`src/rtl/addsub_arbiter.sv`:
```
// Round-robin arbiter and sequencer that time-shares one external 8-bit
// adder/subtractor between NREQ requesters, one operation in flight at a time.
module addsub_arbiter #(
  parameter int NREQ     = 4,
  parameter int WAIT_CYC = 1,
  localparam int DATA_W  = 8
) (
  input  logic                   clk,
  input  logic                   reset,
  input  logic [NREQ-1:0]        req,
  input  logic [DATA_W*NREQ-1:0] op_a,
  input  logic [DATA_W*NREQ-1:0] op_b,
  input  logic [NREQ-1:0]        op_m,
  output logic [NREQ-1:0]        gnt,
  output logic [NREQ-1:0]        done,
  output logic [DATA_W-1:0]      result,
  output logic                   result_ovf,
  output logic                   busy,
  output logic [DATA_W-1:0]      au_i,
  output logic [DATA_W-1:0]      au_h,
  output logic                   au_m,
  input  logic [DATA_W-1:0]      au_s,
  input  logic                   au_ovf
);

  localparam int PTR_W = $clog2(NREQ);
  localparam int CNT_W = 4;
  localparam logic [CNT_W-1:0] CNT_INIT = CNT_W'(WAIT_CYC - 1);

  typedef enum logic [1:0] {
    IDLE = 2'd0,
    EXEC = 2'd1,
    RESP = 2'd2
  } state_t;

  state_t              state_q, state_d;
  logic [PTR_W-1:0]    ptr_q, ptr_d;
  logic [PTR_W-1:0]    win_q, win_d;
  logic [CNT_W-1:0]    cnt_q, cnt_d;
  logic [NREQ-1:0]     gnt_q, gnt_d;
  logic [NREQ-1:0]     done_q, done_d;
  logic [DATA_W-1:0]   res_q, res_d;
  logic                ovf_q, ovf_d;
  logic                busy_q, busy_d;
  logic [DATA_W-1:0]   ai_q, ai_d;
  logic [DATA_W-1:0]   ah_q, ah_d;
  logic                am_q, am_d;

  logic                sel_vld;
  logic [PTR_W-1:0]    sel_idx;

  // Requester index base+off, wrapped into 0..NREQ-1 (NREQ need not be a power of two).
  function automatic logic [PTR_W-1:0] rr_wrap(input logic [PTR_W-1:0] base, input int off);
    int s;
    s = int'(base) + off;
    if (s >= NREQ) s = s - NREQ;
    return PTR_W'(s);
  endfunction

  // Scan from the farthest offset down so the closest requester at/after ptr wins.
  always_comb begin
    sel_vld = 1'b0;
    sel_idx = '0;
    for (int i = NREQ - 1; i >= 0; i--) begin
      if (req[rr_wrap(ptr_q, i)]) begin
        sel_vld = 1'b1;
        sel_idx = rr_wrap(ptr_q, i);
      end
    end
  end

  always_comb begin
    state_d = state_q;
    ptr_d   = ptr_q;
    win_d   = win_q;
    cnt_d   = cnt_q;
    gnt_d   = '0;
    done_d  = '0;
    res_d   = res_q;
    ovf_d   = ovf_q;
    ai_d    = ai_q;
    ah_d    = ah_q;
    am_d    = am_q;
    case (state_q)
      IDLE: begin
        if (sel_vld) begin
          ai_d    = op_a[DATA_W*sel_idx +: DATA_W];
          ah_d    = op_b[DATA_W*sel_idx +: DATA_W];
          am_d    = op_m[sel_idx];
          gnt_d   = NREQ'(1) << sel_idx;
          win_d   = sel_idx;
          cnt_d   = CNT_INIT;
          state_d = EXEC;
        end
      end
      EXEC: begin
        if (cnt_q == '0) begin
          res_d   = au_s;
          ovf_d   = au_ovf;
          state_d = RESP;
        end else begin
          cnt_d = cnt_q - CNT_W'(1);
        end
      end
      RESP: begin
        done_d  = NREQ'(1) << win_q;
        ptr_d   = rr_wrap(win_q, 1);
        state_d = IDLE;
      end
      default: state_d = IDLE;
    endcase
    busy_d = (state_d != IDLE);
  end

  // Register stage: every output comes straight from a flop.
  always_ff @(posedge clk) begin
    if (reset) begin
      state_q <= IDLE;
      ptr_q   <= '0;
      win_q   <= '0;
      cnt_q   <= '0;
      gnt_q   <= '0;
      done_q  <= '0;
      res_q   <= '0;
      ovf_q   <= 1'b0;
      busy_q  <= 1'b0;
      ai_q    <= '0;
      ah_q    <= '0;
      am_q    <= 1'b0;
    end else begin
      state_q <= state_d;
      ptr_q   <= ptr_d;
      win_q   <= win_d;
      cnt_q   <= cnt_d;
      gnt_q   <= gnt_d;
      done_q  <= done_d;
      res_q   <= res_d;
      ovf_q   <= ovf_d;
      busy_q  <= busy_d;
      ai_q    <= ai_d;
      ah_q    <= ah_d;
      am_q    <= am_d;
    end
  end

  assign gnt        = gnt_q;
  assign done       = done_q;
  assign result     = res_q;
  assign result_ovf = ovf_q;
  assign busy       = busy_q;
  assign au_i       = ai_q;
  assign au_h       = ah_q;
  assign au_m       = am_q;

endmodule
```
`config.mk`:
```
export PLATFORM = sky130hd
export DESIGN_NAME = addsub_arbiter
export DESIGN_NICKNAME = d
export VERILOG_FILES = /design/src/rtl/addsub_arbiter.sv
export SDC_FILE = /design/constraint.sdc
export NUM_CORES = 1
export LEC_CHECK = 0
export ABC_AREA = 1
export CAP_MARGIN = 25
export CELL_PAD_IN_SITES_DETAIL_PLACEMENT = 2
export CELL_PAD_IN_SITES_GLOBAL_PLACEMENT = 2
export CORE_MARGIN = 2
export CORE_UTILIZATION = 21
export CTS_CLUSTER_DIAMETER = 40
export DETAILED_ROUTE_END_ITERATION = 8
export PLACE_DENSITY_LB_ADDON = 0.25
export SLEW_MARGIN = 0
export SYNTH_ARGS = -nofsm -noshare
export SYNTH_HDL_FRONTEND = slang
export SYNTH_SLANG_ARGS = --single-unit
```
`constraint.sdc`:
```
create_clock -name clk -period 2 [get_ports clk]
set_input_delay 0.4 -clock clk [delete_from_list [all_inputs] [get_ports clk]]
set_output_delay 0.4 -clock clk [all_outputs]
set_load 0.01 [all_outputs]
```
After elaboration in Yosys (flattened, before gate mapping)
Index checks and enable logic that the tools add are counted.
{"block": "totals", "ff_bits": 45}
{"block": "classes", "reduce_logical": 9, "n_bitwise": 3, "n_mux": 29, "shifts": 4, "eq_ne": 4, "add_sub_neg": 10, "order_cmp": 10}
{"op": "$shiftx A32 B6 Y8", "n": 2}
{"op": "$mux W2", "n": 11}
{"op": "$lt A2 B3 Y1 const B", "n": 5}
{"op": "$ge A3 B3 Y1 const B", "n": 4}
{"op": "$bmux W1 S2", "n": 5}
{"op": "$sub A2 B1 Y2 const B", "n": 5}
{"op": "$mux W1", "n": 9}
{"op": "$mux W4", "n": 2}
{"op": "$pmux W4 S2", "n": 1}
{"op": "$shl A1 B2 Y4 const A", "n": 2}
{"op": "$add A2 B1 Y3 const B", "n": 2}
{"op": "$add A2 B2 Y3 const B", "n": 2}
{"op": "$logic_not A4 Y1", "n": 1}
{"op": "$ne A2 B2 Y1 const B", "n": 2}
{"op": "$pmux W2 S2", "n": 1}
{"op": "$reduce_and A2 Y1", "n": 2}
{"op": "$reduce_bool A2 Y1", "n": 2}
{"op": "$sub A4 B1 Y4 const B", "n": 1}
{"op": "$ge A2 B3 Y1 const B", "n": 1}
{"op": "$not A1 Y1", "n": 3}
{"op": "$reduce_and A3 Y1", "n": 1}
{"op": "$reduce_or A3 Y1", "n": 1}
{"op": "$eq A2 B1 Y1 const B", "n": 1}
{"op": "$eq A2 B2 Y1 const B", "n": 1}
{"op": "2 further kinds", "n": 2}

Logic depth before layout (Yosys ltp)
Gate-level depths: netlist (run 1).
{"block": "depth", "depth_word": 12, "ltp_mapped": 16, "mapped_depth_nobuf": 14}

Worst setup path after synthesis (run 1)
OpenSTA, ideal clock, no wires.
{"block": "synth_timing", "path_kind": "reg-to-reg", "start": "reg cnt_q[0]", "end": "reg res_q[0], in the netlist result[0]", "arrival_ns": 1.532, "stages_incl_launch_ff": 10, "setup_slack_ns": 0.352, "period_less_slack_ns": 1.648, "cell_sequence": "dfxtp_1 -> inv_1 -> ha_1 -> inv_1 -> nor3_1 -> inv_1 -> nor2_1 -> clkinv_1 -> nor2_1 -> nor2_1"}
{"block": "synth_between", "elab_chain_len": 2}
{"element": "start: declaration", "line_no": "39", "text": "logic [CNT_W-1:0] cnt_q, cnt_d;"}
{"element": "start signal: assignment", "line_no": "134", "text": "cnt_q <= cnt_d;"}
{"element": "$logic_not A4 Y1", "line_no": "97", "text": "if (cnt_q == '0) begin"}
{"element": "$reduce_and A2 Y1 (no line)"}
{"element": "end signal: assignment", "line_no": "137", "text": "res_q <= res_d;"}
{"element": "end: declaration", "line_no": "42", "text": "logic [DATA_W-1:0] res_q, res_d;"}
No other way between the ends.
A chain may end at the register's enable or synchronous reset.

Worst setup path after layout (run 1)
{"block": "layout_timing", "start": "in req[3]", "end": "reg ai_q[3], in the netlist au_i[3]"}
{"block": "layout_between", "elab_chain_len": 7, "elab_cells_between_ends": 18, "cone_classes": "shift (1); mux (16); reduce/logical (1)"}
{"element": "start: declaration", "line_no": "10", "text": "input logic [NREQ-1:0] req,"}
{"element": "$bmux W1 S2", "line_no": "65", "text": "if (req[rr_wrap(ptr_q, i)]) begin"}
{"element": "$mux W1 (not written as such)", "line_no": "65"}
{"element": "$mux W2 or $mux W1 (tied branches) (4 in series)", "line_no": "65"}
{"element": "$shiftx A32 B6 Y8 or $reduce_and A2 Y1 (tied branches)"}
{"element": "end signal: assignment", "line_no": "140", "text": "ai_q <= ai_d;"}
{"element": "end: declaration", "line_no": "45", "text": "logic [DATA_W-1:0] ai_q, ai_d;"}
Several ways; a longest one is shown, not always the timed one. The select of a mux whose other input is x is not followed.

==> results of run 1 <==
-- cells by family (layout without fill, tap and decap cells) --
logic type,Yosys count,in the layout,share of synthesized area
adder cells (fa/ha/maj),1,1,0.00485
XOR/XNOR,1,1,0.00340
flip-flops,45,45,0.350
AO/OA/AOI/OAI,23,23,0.0476
AND/OR/NAND/NOR,226,226,0.450
buffers and inverters,81,213,0.144
-- power by group --
group / switching, mW / internal, mW / leakage, nW
Sequential: 0.179 / 1.20 / 0.371
Combinational: 1.59 / 1.32 / 1.41
Clock: 0.374 / 0.593 / 0.0810
Total: 2.15 / 3.11 / 1.86
-- layout make-up --
cell class / count / area share
clock buffers: 6 / 0.0304
flip-flops and latches: 45 / 0.213
multi-input cells: 251 / 0.312
repair buffers: 143 / 0.336
inverters: 62 / 0.0560
clock inverters: 2 / 0.00914
well taps: 147 / 0.0434
-- placed cells by master (no fill, tap or decap), drive strengths merged --
master / synthesis / layout
clkbuf: 4 / 6
ha: 1 / 1
nand4: 11 / 11
o21ai: 15 / 15
dfxtp: 45 / 45
nand2: 78 / 78
nand3: 85 / 85
nor2: 38 / 38
buf: 15 / 26
bufinv: 0 / 1
clkdlybuf4s50: 0 / 117
clkinv: 2 / 2
a21boi: 1 / 1
a21oi: 5 / 5
nor3: 3 / 3
xor2: 1 / 1
inv: 60 / 61
a211oi: 2 / 2
nand3b: 11 / 11
-- worst paths after layout --
check / start / end / depth (start not counted)
setup / recovery: req[3] / au_i[3] / 13
hold reg to reg: cnt_q[3] / cnt_q[3] / 2
hold / removal: cnt_q[3] / cnt_q[3] / 2
setup reg to reg: ptr_q[0] / au_i[1] / 13
-- registers in the layout, indices dropped and copies added, names as in the netlist --
register and count:
au_i 8, state_q 2, gnt 4, ptr_q 2, cnt_q 4, done 4
au_h 8, au_m 1, win_q 2, result 8, busy 1, result_ovf 1
-- layer usage --
layer  up-vias  GRT usage  routed length, um
met3         7     0.0427                642
met4         0     0.0313                 94
met5         -          0                  0
met2        78      0.272               4970
met1      1443      0.183               4430
li1       1466          -                  -
-- critical path: cells and delay by family --
family | cells | cell delay, ps
and+or+nand+nor | 10 | 890
buffers and inverters | 3 | 740
-- synthesized netlist by cell type, drive strengths merged --
master,number
nand3,85
xor2,1
nand2,78
o21ai,15
a211oi,2
clkinv,2
ha,1
inv,60
nand3b,11
a21oi,5
clkbuf,4
nand4,11
dfxtp,45
buf,15
a21boi,1
nor2,38
nor3,3
-- per-stage QoR --
step | power (mW) | worst slack (ps) | hold slack, ps
2_1_floorplan | 2.92 | 352 | 454
3_3_place_gp | 4.20 | -146 | 480
3_5_place_dp | 4.29 | -212 | 483
4_1_cts | 5.30 | 39.4 | 502
5_1_grt | 5.69 | -22.4 | 522
6_report | 5.25 | 127 | 494
==> summary.md, run 1 <==
| Metric | Value |
|---|---|
| Hold buffers post-CTS | 0 |
| DRC | 0 |
| Rows | 40 |
| Startpoint types | input pin |
| Leading area contributor after synthesis | dfxtp_1 |
| Largest net degree at the start of global routing | 32 |
| Post-DRT Antenna Nets | 0 |
| # H-tree levels | 2 |
| Post-DP HPWL | 7.89 mm |
| Hold Vio Cnt, Final | 0 |
| Nets | 592 |
| Vias in the first global route | roughly 3300 |
| Max Fclk | 534 MHz |
| Register-to-Register Setup Slack | 230 ps |
| CTS Buffer Depth | 2 |
| Final worst path period share | 0.937 |
| Status | completed |
| Utilization after layout | 0.353 |
| Clock sink count | 45 |
| CP Class | input pin to flop |
| RSZ-0062 raised after global routing | true |
| Yosys top cell area share | 0.350 |
| Vias per cell | roughly 4.6 |
| Placer congestion estimate | around 0.76 |
| Synth cell types | 30 |
| Worst path required time | 2160 ps |
| Placed instance count | 648 |
| Final Skew | 3.13 ps |
| Drt pass-1 iters | 4 |
| 1st-iter DRT viols | 55 |
| Routed Wire Length | 10.1 mm |
| Cells after Synth | 377 |
| Setup_tns | 0 ps |
| Grt ovf | 0 |
| Leakage Power | 1.86 nW |
| Setup violators final | 0 |
| Post-cts sizing count | 0 |
| Buffers on Ports | 117 |
| Initial Utilization | 0.215 |
| Critical-path cell list | clkdlybuf4s50_1 -> inv_1 -> nand2_1 -> nand3_1 -> nand2_2 -> nand3_2 -> nand2_2 -> nand2_4 -> nand2_8 -> buf_4 -> nand2_1 -> nand3_1 -> nand4_1 |
| Multi-input logic area | 1330 um2 |
| WL/cell | 15.5 um |
| Yosys warning count | 0 |
| Crit path DAT | 2030 ps |
| Initial antenna violation count | 0 |
| Min-Delay Path Class | flop to flop |
| Slowest-stage cell, CP | clkdlybuf4s50_1 |
| CP max FO | 12 |
| Non-Filler Instances | 656 |
| Seq. cell area | 903 um2 |
| TritonCTS Buffers | 5 |
| #FFs+latches synth | between 40 and 50 |
| Pwr dens | 1240 nW/um2 |
| Number of antenna diodes | 0 |
| Max incr delay on CP | 500 ps |
| Core Area | 12000 um2 |
| Largest cells by area after synthesis | dfxtp_1 (35%), nand3_1 (14%), nand2_1 (9.9%), inv_1 (7.7%), nor2_1 (5.1%) |
| Setup Fix Bufs, Post-CTS | 0 |
| Post-synthesis cell area | 2580 um2 |
| Die span in x | 115 um |
| Full die area | roughly 13000 um2 |
| Fin area | 4240 um2 |
| First-pass GRT wire length | 16.0 mm |
| Filler cells | approximately 1500 |
| Vias | 2994 |
| Max IR drop VDD | approximately 0.00042 V |
| Worst slew pin tran | ~380 ps |
| Shortest period the worst path allows | ~1900 ps |
| Root buf cell | clkbuf_16 |
| Tot GR Track Use | 0.152 |
| Clock Pin Slew Worst Setup and Hold Paths | 70 ps |
| Crit. End Element | flop |
| Max-cap viol count | 0 |
| Ports | 118 |
| Slew Limit Fails | 0 |
| Layout cell share with drive strength beyond 1 | 0.141 |
| Sequential area share after synthesis | 0.350 |
| Syn_nets | between 400 and 500 |
| Area Overhead vs Synth | 64.6% |
| Dpl cell area | between 4000 and 5000 um2 |
| CTS tree | yes |
| Max-Slew Margin vs Limit | 0.748 |
| Mean area per synthesized cell | 6.84 um2 |
| Insertion delay to the later sink of the worst-skew pair | between 200 and 300 ps |
| Die height | between 100 and 150 um |
No activity file was read; power rests on OpenSTA's default activity.
==> inputs of run 2 (changes only) <==
Settings changed: CORE_ASPECT_RATIO from default to 0.6.
==> run 2 against run 1 <==
Against the previous run:
- utilization rose by 1.0 points
- global-route usage rose by 1.3 points
- design area rose by 2.9%
- non-clock buffer count rose by 1
- maximum frequency fell by 0.80%
- sequential power barely moved
- critical path depth rose by 1
- register-to-register slack got worse by 120 ps
- clock-buffer cell count fell by 1
- critical endpoint is now au_i[0]
==> summary.md, run 2 (synthesis results as in run 1) <==
| Metric | Value |
|---|---|
| Status | completed |
| Hold buffers post-CTS | 0 (unchanged) |
| Full die area | 13200 um2 (+0.22%) |
| Drt pass-1 iters | 4 (unchanged) |
| First-pass GRT wire length | 17.2 mm (+7.6%) |
| Layout cell share with drive strength beyond 1 | 0.163 (+0.0213) |
| CP Class | flop to flop |
| Vias per cell | 4.40 (-3.7%) |
| CP max FO | 11 (-1) |
| CTS Buffer Depth | 2 (unchanged) |
| Final worst path period share | 0.944 (+0.00759) |
| Post-DP HPWL | 8.09 mm (+2.5%) |
| Routed Wire Length | 10.8 mm (+6.8%) |
| Die span in x | 147 um (+28%) |
| Final Skew | 8.77 ps (+5.64 ps) |
| Worst path required time | 2160 ps (about the same) |
| Insertion delay to the later sink of the worst-skew pair | 290 ps (about the same) |
| Die height | 89.8 um (-22%) |
| Post-DRT Antenna Nets | 0 (unchanged) |
| # H-tree levels | 2 (unchanged) |
| Root buf cell | clkbuf_16 |
| Area Overhead vs Synth | 69.4% |
| DRC | 0 (unchanged) |
| CTS tree | yes |
| Pwr dens | 1250 nW/um2 (+0.62%) |
| Initial antenna violation count | 0 (unchanged) |
| Worst slew pin tran | 373 ps (-4.27 ps) |
| TritonCTS Buffers | 5 (unchanged) |
| Register-to-Register Setup Slack | 110 ps (-120 ps) |
| Clock sink count | 45 (unchanged) |
| Startpoint types | flop |
| Shortest period the worst path allows | 1890 ps (+15.2 ps) |
| Nets | 593 (+0.17%) |
| Max Fclk | 530 MHz (-0.80%) |
| 1st-iter DRT viols | 74 (+35%) |
| Buffers on Ports | 117 (unchanged) |
| Initial Utilization | 0.214 (-0.000223) |
| Setup violators final | 0 (unchanged) |
| Worst hold slack | 493 ps (-1.39 ps) |
| Most frequent cells in the layout | clkdlybuf4s50_1 (113), nand3_1 (69), nand2_1 (62) |
| Vias | 2968 (-0.87%) |
| Grt ovf | 0 (unchanged) |
| Rows | 31 (-23%) |
| Min-Delay Path Class | flop to flop |
| Crit. End Element | flop |
| Number of antenna diodes | 0 (unchanged) |
| Core Area | 12000 um2 (+0.10%) |
| Setup_tns | 0 ps (unchanged) |
| Hold Vio Cnt, Final | 0 (unchanged) |
| Most common cell after layout, fill and taps aside | clkdlybuf4s50_1 |
| Slew Limit Fails | 0 (unchanged) |
| Vias in the first global route | 3172 (-2.5%) |
| Tot GR Track Use | 0.165 (+0.0132) |
| WL/cell | 16.0 um (+3.8%) |
| Largest net degree at the start of global routing | 32 (unchanged) |
| Placer congestion estimate | 0.769 (+0.94%) |
| Leakage Power | 1.94 nW (+4.2%) |
| Max IR drop VDD | 0.000454 V (+7.2%) |
| Clock Pin Slew Worst Setup and Hold Paths | 70 ps (about the same) |
| Max-Slew Margin vs Limit | 0.751 (+0.00284) |
| Crit path DAT | 2050 ps (+20 ps) |
| Ports | 118 (unchanged) |
| Max-cap viol count | 0 (unchanged) |
[run 2: path summary, 6_finish.rpt]
| kind | startpoint | to | cells after the start |
|---|---|---|---|
| max | ptr_q[0] | au_i[0] | 14 |
| min | win_q[0] | win_q[0] | 2 |
| max reg2reg | ptr_q[0] | au_i[0] | 14 |
| min reg2reg | win_q[0] | win_q[0] | 2 |
[run 2: report_power, final]
group / switching (mW) / leakage [nW] / internal, mW
sequential: 0.186 / 0.371 / 1.20
combinational: 1.65 / 1.47 / 1.31
clock: 0.378 / 0.0944 / 0.721
[run 2: layout make-up]
type / count / area (um2)
multi-input combinational: 251 / 1360
tap: 165 / 206
fill: 1405 / 7660
clock buffer: 5 / 125
clock inverter: 3 / 68.8
sequential: 45 / 905
timing repair buffer: 144 / 1470
inverter: 62 / 238
[run 2: timing repair]
item	CTS	global route
hold endpoints to repair	0	0
cloned	1	0
setup buffers	0	5
pin swaps	1	5
setup endpoints to repair	7	34
gates resized for setup	6	21
[run 2: worst max-delay path: stages (launching register included)]
cell and delay (ps):
dfxtp_4 380, buf_4 140, nand2_1 50, nand2_1 110, buf_4 150, inv_1 40
nand2_1 40, nor2_1 140, nand2_2 90, nand3_4 100, nor2_4 60, buf_12 140
buf_12 130, nand3_1 90, nand4_1 90
[run 2: layer usage]
metal  track usage  routed length [um]  up-vias
li1              -                   -     1466
met1         0.220                5180     1435
met2         0.266                4920       65
met3        0.0543                 681        2
met4        0.0280                  47        0
met5             0                   0        -
[run 2: per-stage QoR]
step                power, mW  cell area (um2)  worst slack [ps]   util  std cells
floorplan                2.92             2580               352      -        377
global placement         4.05             4000              -289  0.333        661
detailed placement       4.15             4000              -332  0.333        661
CTS                      5.38             4250             -36.9  0.353        670
global route             5.89             4370             -12.2  0.363        675
finish                   5.44             4370               112  0.363        675
==> inputs of run 3 (changes only) <==
Settings changed: CAP_MARGIN 25 to default.
==> results of run 3 <==
Final layout, timing and power as in run 2 (identical DEF).
==> patch, RTL diff (settings of run 1) <==
`res_q`, `ai_q` and `ah_q` no longer have a reset.
--- a/src/rtl/addsub_arbiter.sv
+++ b/src/rtl/addsub_arbiter.sv
@@ -123,7 +123,4 @@
       done_q  <= '0;
-      res_q   <= '0;
       ovf_q   <= 1'b0;
       busy_q  <= 1'b0;
-      ai_q    <= '0;
-      ah_q    <= '0;
       am_q    <= 1'b0;
@@ -136,9 +133,12 @@
       done_q  <= done_d;
-      res_q   <= res_d;
       ovf_q   <= ovf_d;
       busy_q  <= busy_d;
-      ai_q    <= ai_d;
-      ah_q    <= ah_d;
       am_q    <= am_d;
     end
+  end
+
+  always_ff @(posedge clk) begin
+    res_q <= res_d;
+    ai_q  <= ai_d;
+    ah_q  <= ah_d;
   end
Check against the original RTL: not equivalent (a bounded check fails within 4 cycles, from zero or initial values and one cycle with reset high).
==> patch against run 1 <==
  * Register-to-register slack worse by 0.10 ns
  * Setup slack better by 0.0015 ns
  * Area after synthesis is 6.4% lower
  * Power is 13% higher
  * First-iteration DRC count is 36% lower
  * Final area hardly changed
  * Fmax hardly changed
  * Sequential cell count stayed put
  * Die area is 6.1% lower
  * Wire length is 12% lower
  * Critical path type is now reg -> reg
  * Highest routed layer unchanged
==> patch: results (changes against run 1) <==
run status: finished clean
Worst Hold Launch: cnt_q[0]
commonest cells in the netlist: nand2_1 (89), nand3_1 (41), edfxtp_1 (24), inv_1 (24), dfxtp_1 (21)
FF-to-FF Start: ptr_q[0]
flop2flop setup slack: 0.13 ns (-0.10 ns)
CP max stage delay: 0.39 ns (-0.11 ns)
Post-synth EDFFs: 24 (+24)
sequential fraction of the synthesis area: 47.3% (+12 points)
R2R cell count: 12 (-1)
CTS buffer count: 5 (unchanged)
DRT Wirelength: 8900 um (-12%)
hpwl dp: 6840 um (-13%)
WHS: 0.469 ns (-0.0249 ns)
GR met3 Demand/Resource: 4.76% (+0.49 points)
CP max FO: 8 (-4)
Final nets: 520 (-12%)
Hold Crit Depth: 2 (unchanged)
Worst Hold Path EP: cnt_q[0]
Inst Count DP: 567 (-13%)
synth top area cells: edfxtp_1 (30%), dfxtp_1 (17%), nand2_1 (14%)
post-route insts no fill: 580 (-12%)
peak supply drop: 432 uV (+2.1%)
Cells after Synth: 298 (-21%)
Antenna diodes: 0 (unchanged)
pin count of the biggest net entering global routing: 34 (+6.3%)
Hold Crit Class: reg -> reg
Post-synth ARST share: 0% (unchanged)
RR Endpoint: au_h[6]
post-synthesis cell type count: 29 (-3.3%)
M1 GR Usage: 15.4% (-2.9 points)
vias in the first global route: 2747 (-16%)
GRT Overall Usage: 14.0% (-1.3 points)
crit-path leading delay family: simple AND/OR/NAND/NOR gates
Max-slew headroom: 72.6% (-2.3 points)
Critical-path top delay cell: dfxtp_4
I/O Buffers: 117 (unchanged)
vias per cell: 4.32 (-5.4%)
Layout Skew: 0.00857 ns (+0.00544 ns)
clock buffer depth: 2 (unchanged)
layout cells sized above 1: 18.5% (+4.4 points)
Lkg Pwr: 1.76 nW (-5.6%)
Worst-path clk slew: 0.06 ns
DRT iter0 DRCs: 35 (-36%)
H-tree depth: 2 (unchanged)
top_reg_cell synth: edfxtp_1
Worst-Skew Late Latency: 0.29 ns
Arr. time, crit path: 1.91 ns (-0.12 ns)
clk root buf: clkbuf_16
first-pass GRT wire length: 13800 um (-14%)
met2 Usage GRT: 25.7% (-1.6 points)
synthesized net count: 382 (-17%)
initial antenna violation count: 0 (unchanged)
iteration count of the initial detailed-routing pass: 4 (unchanged)
gpl congestion: 0.766 (+0.56%)
synthesis warning total: 0 (unchanged)
==> patch: worst register-to-register path, delay by kind of cell (launching register included) <==
family                 cells  cell delay, ns
buffers and inverters      3            0.38
AND/OR/NAND/NOR            9            0.86
flip-flops                 1            0.39
==> patch: how the worst max path moves through the flow <==
stage | start | depth (start not counted) | to | slack, ns
6_report | ptr_q[0] | 12 | au_h[6] | 0.13
5_1_grt | ptr_q[0] | 12 | au_h[2] | 0.004
4_1_cts | req[2] | 13 | au_h[5] | -0.0002
3_5_place_dp | req[2] | 13 | au_i[0] | -0.30
3_3_place_gp | req[1] | 14 | cnt_q[0] | -0.22
2_1_floorplan | ptr_q[0] | 14 | au_h[0] | 0.30
==> patch: timing repair <==
item / CTS / global route
gates resized for setup: 0 / 35
pin swaps: 0 / 5
buffers inserted: 0 / 1
setup endpoints to repair: 1 / 31
gates cloned: 0 / 4
==> patch: per-stage QoR <==
stage | instance area (um^2) | setup WS, ns
2_1_floorplan | 2410 | 0.305
3_3_place_gp | 3880 | -0.218
3_5_place_dp | 3880 | -0.301
4_1_cts | 4040 | -0.000164
5_1_grt | 4240 | 0.00414
6_report | 4240 | 0.128
==> patch: layout make-up <==
class	instances	area [um^2]
Inverter	29	140
Multi-Input combinational cell	214	1140
Tap cell	143	179
Timing Repair inverter	2	22.5
Sequential cell	45	1150
Timing Repair Buffer	139	1450
Clock inverter	1	5.00
Clock buffer	7	154
Fill cell	1271	7080
==> patch: metal layers <==
metal	vias to the layer above	wire [um]
met4	0	75
met1	1191	3520
met3	6	658
li1	1229	-
met2	78	4650
met5	-	0
==> patch: power breakdown <==
part,total (mW),switching (mW),leakage (nW),internal [mW]
sequential,1.62,0.151,0.406,1.47
combinational,3.44,1.81,1.27,1.63
clock,0.885,0.347,0.0790,0.538
==> patch: kinds of logic after synthesis <==
| logic type | after synthesis | share of synthesized area, % |
|---|---|---|
| adders and majority gates | 1 | 0.518 |
| xor gates and xnor gates | 2 | 0.726 |
| buffers and inverters | 39 | 8.40 |
| AOI/OAI and AO/OA | 15 | 3.99 |
| DFF | 45 | 47.3 |
| and+or+nand+nor | 196 | 39.1 |
